**config.mk**
```make
export PLATFORM = sky130hd
export DESIGN_NAME = multi_cycle_control
export DESIGN_NICKNAME = d
export VERILOG_FILES = /design/src/rtl/multi_cycle_control.sv
export SDC_FILE = /design/constraint.sdc
export NUM_CORES = 1
export LEC_CHECK = 0
export CAP_MARGIN = 0
export CELL_PAD_IN_SITES_DETAIL_PLACEMENT = 1
export CELL_PAD_IN_SITES_GLOBAL_PLACEMENT = 1
export CORE_MARGIN = 8
export CORE_UTILIZATION = 45
export DETAILED_ROUTE_END_ITERATION = 8
export DONT_BUFFER_PORTS = 1
export GPL_ROUTABILITY_DRIVEN = 1
export PLACE_DENSITY_LB_ADDON = 0.1
export SLEW_MARGIN = 0
export SYNTH_ARGS = -nofsm -noshare
export SYNTH_HDL_FRONTEND = slang
export SYNTH_SLANG_ARGS = --single-unit
export TNS_END_PERCENT = 50
```
**constraint.sdc**
```tcl
create_clock -name clk -period 3.6 [get_ports clk]
set_input_delay 0.54 -clock clk [delete_from_list [all_inputs] [get_ports clk]]
set_output_delay 0.54 -clock clk [all_outputs]
set_load 0.05 [all_outputs]
```
**src/rtl/multi_cycle_control.sv**
```systemverilog
// Multi-cycle MIPS-subset controller: sequences fetch/decode/execute/memory/writeback
// with ready/valid handshakes to instruction and data memory, plus perf counters.
module multi_cycle_control #(
    parameter  int DATA_W   = 32,
    parameter  int ALU_OP_W = 12,
    parameter  int CNT_W    = 32,
    localparam int STRB_W   = DATA_W / 8,
    localparam int AL_W     = $clog2(STRB_W)
) (
    input  logic                clk,
    input  logic                resetn,
    input  logic [5:0]          opcode,
    input  logic [5:0]          funct,
    input  logic [AL_W-1:0]     addr_lo,
    input  logic                alu_zero,
    input  logic                inst_req_ready,
    input  logic                inst_valid,
    input  logic                mem_req_ready,
    input  logic                read_data_valid,
    output logic                inst_req_valid,
    output logic                inst_ready,
    output logic                ir_write,
    output logic                pc_write,
    output logic [1:0]          pc_src,
    output logic [1:0]          reg_dst,
    output logic                alu_src,
    output logic [ALU_OP_W-1:0] alu_op,
    output logic                mem_read,
    output logic                mem_write,
    output logic [STRB_W-1:0]   write_strb,
    output logic                read_data_ready,
    output logic                mem_to_reg,
    output logic                reg_write,
    output logic                illegal_inst,
    output logic [3:0]          state,
    output logic [CNT_W-1:0]    cycle_cnt,
    output logic [CNT_W-1:0]    inst_cnt
);

    typedef enum logic [3:0] {
        S_INIT = 4'd0, S_IF = 4'd1, S_IW = 4'd2, S_ID = 4'd3, S_EX = 4'd4,
        S_ST   = 4'd5, S_LD = 4'd6, S_RDW = 4'd7, S_WB = 4'd8
    } state_t;

    localparam logic [5:0] OP_RTYPE = 6'h00, OP_J  = 6'h02, OP_BEQ = 6'h04, OP_BNE = 6'h05;
    localparam logic [5:0] OP_ADDIU = 6'h09, OP_LW = 6'h23, OP_SB  = 6'h28, OP_SH  = 6'h29;
    localparam logic [5:0] OP_SW    = 6'h2b;
    localparam logic [5:0] FN_SLL = 6'h00, FN_ADDU = 6'h21, FN_SUBU = 6'h23;
    localparam logic [5:0] FN_AND = 6'h24, FN_OR   = 6'h25;

    state_t state_q, state_d;
    logic   inc_inst;

    logic is_r, is_addiu, is_lw, is_sb, is_sh, is_sw, is_st, is_beq, is_bne, is_j;
    logic fn_sll, fn_addu, fn_subu, fn_and, fn_or, legal, taken;
    logic [ALU_OP_W-1:0] ex_alu_op;
    logic [STRB_W-1:0]   strb_b, strb_h, strb_w, st_strb;

    // Decode straight from the IR fields; they are stable from ID onward.
    always_comb begin
        is_r     = (opcode == OP_RTYPE);
        is_addiu = (opcode == OP_ADDIU);
        is_lw    = (opcode == OP_LW);
        is_sb    = (opcode == OP_SB);
        is_sh    = (opcode == OP_SH);
        is_sw    = (opcode == OP_SW);
        is_st    = is_sb | is_sh | is_sw;
        is_beq   = (opcode == OP_BEQ);
        is_bne   = (opcode == OP_BNE);
        is_j     = (opcode == OP_J);
        fn_sll   = is_r && (funct == FN_SLL);
        fn_addu  = is_r && (funct == FN_ADDU);
        fn_subu  = is_r && (funct == FN_SUBU);
        fn_and   = is_r && (funct == FN_AND);
        fn_or    = is_r && (funct == FN_OR);
        legal    = fn_sll | fn_addu | fn_subu | fn_and | fn_or | is_addiu | is_lw | is_st
                 | is_beq | is_bne | is_j;
        taken    = is_j | (is_beq & alu_zero) | (is_bne & ~alu_zero);

        ex_alu_op = '0;
        ex_alu_op[0] = fn_addu | is_addiu | is_lw | is_st;
        ex_alu_op[1] = fn_subu | is_beq | is_bne;
        ex_alu_op[2] = fn_and;
        ex_alu_op[3] = fn_or;
        ex_alu_op[8] = fn_sll;
    end

    // Misaligned low bits are masked off rather than trapped.
    always_comb begin
        strb_b  = STRB_W'(1)  << addr_lo;
        strb_h  = STRB_W'(3)  << (addr_lo & ~AL_W'(1));
        strb_w  = STRB_W'(15) << (addr_lo & ~AL_W'(3));
        st_strb = is_sb ? strb_b : (is_sh ? strb_h : strb_w);
    end

    always_ff @(posedge clk or negedge resetn) begin
        if (!resetn) state_q <= S_INIT;
        else         state_q <= state_d;
    end

    always_comb begin
        state_d         = state_q;
        inc_inst        = 1'b0;
        inst_req_valid  = 1'b0;
        inst_ready      = 1'b0;
        ir_write        = 1'b0;
        pc_write        = 1'b0;
        pc_src          = 2'b00;
        reg_dst         = 2'b00;
        alu_src         = 1'b0;
        alu_op          = '0;
        mem_read        = 1'b0;
        mem_write       = 1'b0;
        write_strb      = '0;
        read_data_ready = 1'b0;
        mem_to_reg      = 1'b0;
        reg_write       = 1'b0;
        illegal_inst    = 1'b0;
        case (state_q)
            S_INIT: state_d = S_IF;
            S_IF: begin
                inst_req_valid = 1'b1;
                if (inst_req_ready) state_d = S_IW;
            end
            S_IW: begin
                inst_ready = 1'b1;
                if (inst_valid) begin
                    ir_write = 1'b1;
                    pc_write = 1'b1;
                    state_d  = S_ID;
                end
            end
            S_ID: begin
                if (!legal) begin
                    illegal_inst = 1'b1;
                    inc_inst     = 1'b1;
                    state_d      = S_IF;
                end else begin
                    state_d = S_EX;
                end
            end
            S_EX: begin
                alu_op  = ex_alu_op;
                alu_src = is_addiu | is_lw | is_st | fn_sll;
                reg_dst = is_r ? 2'b01 : 2'b00;
                if (is_beq | is_bne | is_j) begin
                    pc_write = taken;
                    pc_src   = !taken ? 2'b00 : (is_j ? 2'b10 : 2'b01);
                    inc_inst = 1'b1;
                    state_d  = S_IF;
                end else if (is_lw) begin
                    state_d = S_LD;
                end else if (is_st) begin
                    state_d = S_ST;
                end else begin
                    state_d = S_WB;
                end
            end
            S_ST: begin
                mem_write  = 1'b1;
                write_strb = st_strb;
                if (mem_req_ready) begin
                    inc_inst = 1'b1;
                    state_d  = S_IF;
                end
            end
            S_LD: begin
                mem_read = 1'b1;
                if (mem_req_ready) state_d = S_RDW;
            end
            S_RDW: begin
                read_data_ready = 1'b1;
                if (read_data_valid) state_d = S_WB;
            end
            S_WB: begin
                reg_write  = 1'b1;
                mem_to_reg = is_lw;
                reg_dst    = is_r ? 2'b01 : 2'b00;
                inc_inst   = 1'b1;
                state_d    = S_IF;
            end
            default: state_d = S_INIT;
        endcase
    end

    always_ff @(posedge clk or negedge resetn) begin
        if (!resetn) begin
            cycle_cnt <= '0;
            inst_cnt  <= '0;
        end else begin
            cycle_cnt <= cycle_cnt + 1'b1;
            if (inc_inst) inst_cnt <= inst_cnt + 1'b1;
        end
    end

    assign state = state_q;

endmodule

```
Word-level counts from Yosys, hierarchy flattened
Index checks and enable logic that the tools add are counted.
Storage, ports and cells
  flip-flop bits (word level): 68
  memory bits (writable): 0
  output and inout bits: 99
  memories: 0
  ROM bits: 0
  latch bits: 0
Cells by class
  multipliers: 0
  $lt $le $gt $ge: 0
  bitwise operators: 27
  divide/modulo/power cells: 0
  reductions and logical operators: 11
  equality and inequality tests: 25
  multiplexer cells: 37
  add/subtract/negate cells: 2
  shift operators: 2
Operators with widths (count)
  32-bit by 1-bit adder with 32-bit output, second input constant: 2
  6-bit == test, second input constant: 8
  4-bit two-way mux: 11
  4-bit one-hot mux with 8 select lines: 1
  1-bit bitwise OR: 24
  1-bit two-way mux: 17
  4-bit by 3-bit == test with 1-bit output, second input constant: 4
  6-bit by 3-bit == test with 1-bit output, second input constant: 2
  6-bit logical NOT: 2
  2-bit != test, second input constant: 5
  9-bit two-way mux: 1
  4-bit by 2-bit == test with 1-bit output, second input constant: 2
  2-bit two-way mux: 4
  6-bit by 2-bit == test with 1-bit output, second input constant: 1
  6-bit by 4-bit == test with 1-bit output, second input constant: 1
  1-bit logical AND: 5
  5-bit AND reduction: 1
  4-bit by 1-bit == test with 1-bit output, second input constant: 1
  4-bit == test, second input constant: 1
  4-bit logical NOT: 1
  1-bit one-hot mux with 4 select lines: 1
  2-bit OR reduction: 2
  1-bit by 2-bit << shifter with 4-bit output, first input constant: 1
  2-bit by 2-bit << shifter with 4-bit output, first input constant: 1
  other kinds (4): 5

Longest topological paths before layout
  word-level depth: 14
  depth in mapped cells: 8
  gate-level depth less buffers: 6

Least setup slack after synthesis
OpenSTA, ideal clock, no wires.
  path kind: register to output
  from: register state_q[2], in the netlist state[2]
  to: output port reg_dst[0]
  path buffers: 1
  data required time: 3.060 ns
  setup slack: -0.705 ns
  stages on the path, launching flop included: 5
  arrival time: 3.765 ns
  path through: dfrtp_1 -> buf_2 -> and2b_1 -> nand2_1 -> a2111oi_0
On the way
  longest elaborated chain between the ends: 3
  elaborated cells on any way between the ends: 4
RTL lines
  start: declaration: line 51  | state_t state_q, state_d;
  start signal: assignment: line 98  | else state_q <= state_d;
  4-bit by 3-bit == test with 1-bit output or 4-bit == test (tied branches): line 119  | case (state_q)
  2-bit OR reduction (no line) (*)
  1-bit two-way mux (*)
  end: declaration: line 25  | output logic [1:0] reg_dst,
Mark *: on every way between the ends. The rest lies on a longest branch, timed or not.

Worst setup path after layout
  from: register state_q[3], in the netlist state[3]
  to: output port pc_write
On the way
  longest elaborated chain between the ends: 2
  elaborated cells on any way between the ends: 3
RTL lines
  4-bit by 3-bit == test with 1-bit output or 4-bit by 2-bit == test with 1-bit output (tied branches): line 119
  1-bit one-hot mux with 2 select lines (*): line 119
  end: declaration: line 23  | output logic pc_write,
Marked as above.

==> flow_summary.toml <==
[cts]
clk_transition_reported_paths_ns = 0.08
clk_latency_ns = 0.34
postCtsHoldBufs = 1
cts_resized = 0
cts_tree = "done"
cts_max_path_buffers = 2
clock-sinks = 68
postCtsSetupBuffers = 0
cts.htree.levels = 3
numCtsBuffers = 9
clock-root-buffer = "clkbuf_8"

[sta]
fin_crit_sh = 0.819
hold_ws_ns = 0.0799
final_hold_viol_count = 0
post-route-worst-setup-slack_ns = 0.650
finalClockSkew_ns = 0.0166
maxSlewViolCount = 0
period_needed_ns = 2.95
slew-limit-headroom = 0.436
setup-violations-final = 0
grt_setup_unrepaired = "false"
fmax_ghz = 0.339
tightest_slew_ns = 0.841

[cells_and_area]
final_common_cell = "dfrtp_1"
area_growth_pct = 12.7
final_core_util = 0.520
drive_above_1_share = 0.161
num-fill-cells = 916
antenna_cells = 0
nNetsFinal = 422
final_cell_mix = "68 x dfrtp_1, 37 x nand2_1, 33 x xor2_1"
fin_area_um2 = 4230

[logic_synthesis]
synth_edf_count = 0
synth-seq-cells = 68
postSynthCellCount = 375
ys.flop_type = "dfrtp_1"
synth_cell_types = 54
syn_avg_cell_area_um2 = 10.0
synth_warnings = 0
async_reset_ff_frac = 1.00
ys_seq_area_frac = 0.453
synthesis.area_um2 = 3750

[routing]
drtAntennaViolNets = 0
dr.pass1.iters = 4
wl_um = 9540
route.vias.total = 2804
vias_per_cell = 5.51
wl_per_cell_um = 18.7
drc = 0
first_iter_violations = 55

[grt]
use_met3 = 0.0605
grt_most_used_layer = "met2"
met2_usage = 0.283
grt_pass1_wl_um = 15600
overflow = 0
grt_pass1_vias = 3029
grtUsageMet1 = 0.192
track_usage = 0.167
grt_max_degree = 69
antenna_found_initial = 0

[worst_hold_path]
hold_path.class = "input port to async pin"

[floorplanning]
die_h_um = 107
row_count = 33
initial_core_util = 0.461
die-area_um2 = 11500
die_w_um = 107
placeableCoreArea_um2 = 8130
io_pins = 120

[power_and_ir_drop]
p_per_area_nw_per_um2 = 514
finalPower_mw = 2.18
p_leak_nw = 2.00
irDropWorstVdd_v = 0.000300

[placed_design]
port_buffers = 0
place_area_um2 = 3990
gp_congestion = 0.822
hpwl_um = 7180
place_ws_ns = 0.821

[critical_path]
worst-setup-path-type = "flip-flop to primary output"
cp-start-kind = "flip-flop"
crit_required_ns = 3.06
arrival_ns = 2.41
path_max_fanout = 12
worstSetupEndpointType = "primary output"

[run]
drv_cap = 0

[run_status]
status = "finished, final reports clean"
flip-flops by register name, summed over array words and instances (netlist names):
| name | cells |
|---|---|
| cycle_cnt | 32 |
| inst_cnt | 32 |
| state | 4 |
synth_stat cells (5+ instances only):
cell      count  area, um2
and4_1        5       43.8
buf_4         9       67.6
o21ai_0       7       35.0
a21oi_1      12       60.1
and3_1       10       62.6
xor2_1       33        289
nand2b_1      6       37.5
xnor2_1      29        254
dfrtp_1      68       1700
nand4_1       6       37.5
inv_1         9       33.8
nand3_1      23        115
nor4_1        6       37.5
nor3_1       19       95.1
nand2_1      37        139
nor2_1       32        120
cell type report:
cell class,instances,area [um2],area share
Timing Repair Buffer,26,228,0.0538
Inverter,9,33.8,0.00799
Clock inverter,5,60.1,0.0142
Clock buffer,11,151,0.0358
Multi-Input combinational cell,285,1920,0.455
Sequential cell,68,1700,0.402
Tap cell,105,131,0.0311
worst paths after layout:
check                                              from                       end  slack, ns  cells after the start
worst min register to register   cycle_cnt[0]$_DFF_PN0_    cycle_cnt[0]$_DFF_PN0_       0.64                      2
max in group asynchronous                        resetn  inst_cnt[20]$_DFFE_PN0P_       3.24                      1
worst max-delay path               state[3]$_DFFE_PN0P_                  pc_write       0.65                      7
worst max register to register  inst_cnt[6]$_DFFE_PN0P_  inst_cnt[24]$_DFFE_PN0P_       0.84                      6
min in group clk                             inst_valid      state[3]$_DFFE_PN0P_       0.57                      2
worst min-delay path                             resetn   cycle_cnt[23]$_DFF_PN0_       0.08                      1
worst max-delay path, stage by stage, from the launching register on:
cell and delay, ns:
dfrtp_1 0.33, buf_4 0.26, and2b_1 0.30, nand2_1 0.30, nor4_2 0.09, buf_4 0.20
or3_1 0.43, buf_12 0.17
per-layer routing:
metal | routed length (um) | vias up
li1 | - | 1334
met1 | 3930 | 1388
met2 | 4770 | 75
met3 | 734 | 7
met4 | 104 | 0
met5 | 0 | -
metrics by stage:
| step | instances | TNS [ns] |
|---|---|---|
| after floorplan | 382 | -0.0570 |
| after global placement | 492 | 0 |
| after detailed placement | 492 | 0 |
| after CTS | 509 | 0 |
| after global routing | 509 | 0 |
| final | 509 | 0 |
report_power, final:
part / switching [mW] / internal [mW]
Sequential: 0.162 / 0.802
Clock: 0.287 / 0.359
Combinational: 0.398 / 0.167
logic make-up (layout without fill, tap and decap cells):
| group | after synthesis | count (layout) | synth area share |
|---|---|---|---|
| AND/OR/NAND/NOR | 174 | 174 | 0.272 |
| flip-flops | 68 | 68 | 0.453 |
| XOR/XNOR | 62 | 62 | 0.145 |
| AO/OA/AOI/OAI | 37 | 37 | 0.0697 |
| buffers and inverters | 29 | 51 | 0.0470 |
| adder cells (fa/ha/maj) | 2 | 2 | 0.00667 |
| multiplexers | 2 | 2 | 0.00600 |
| other | 1 | 8 | 0.000999 |
Power figures use the tool's default switching activity.
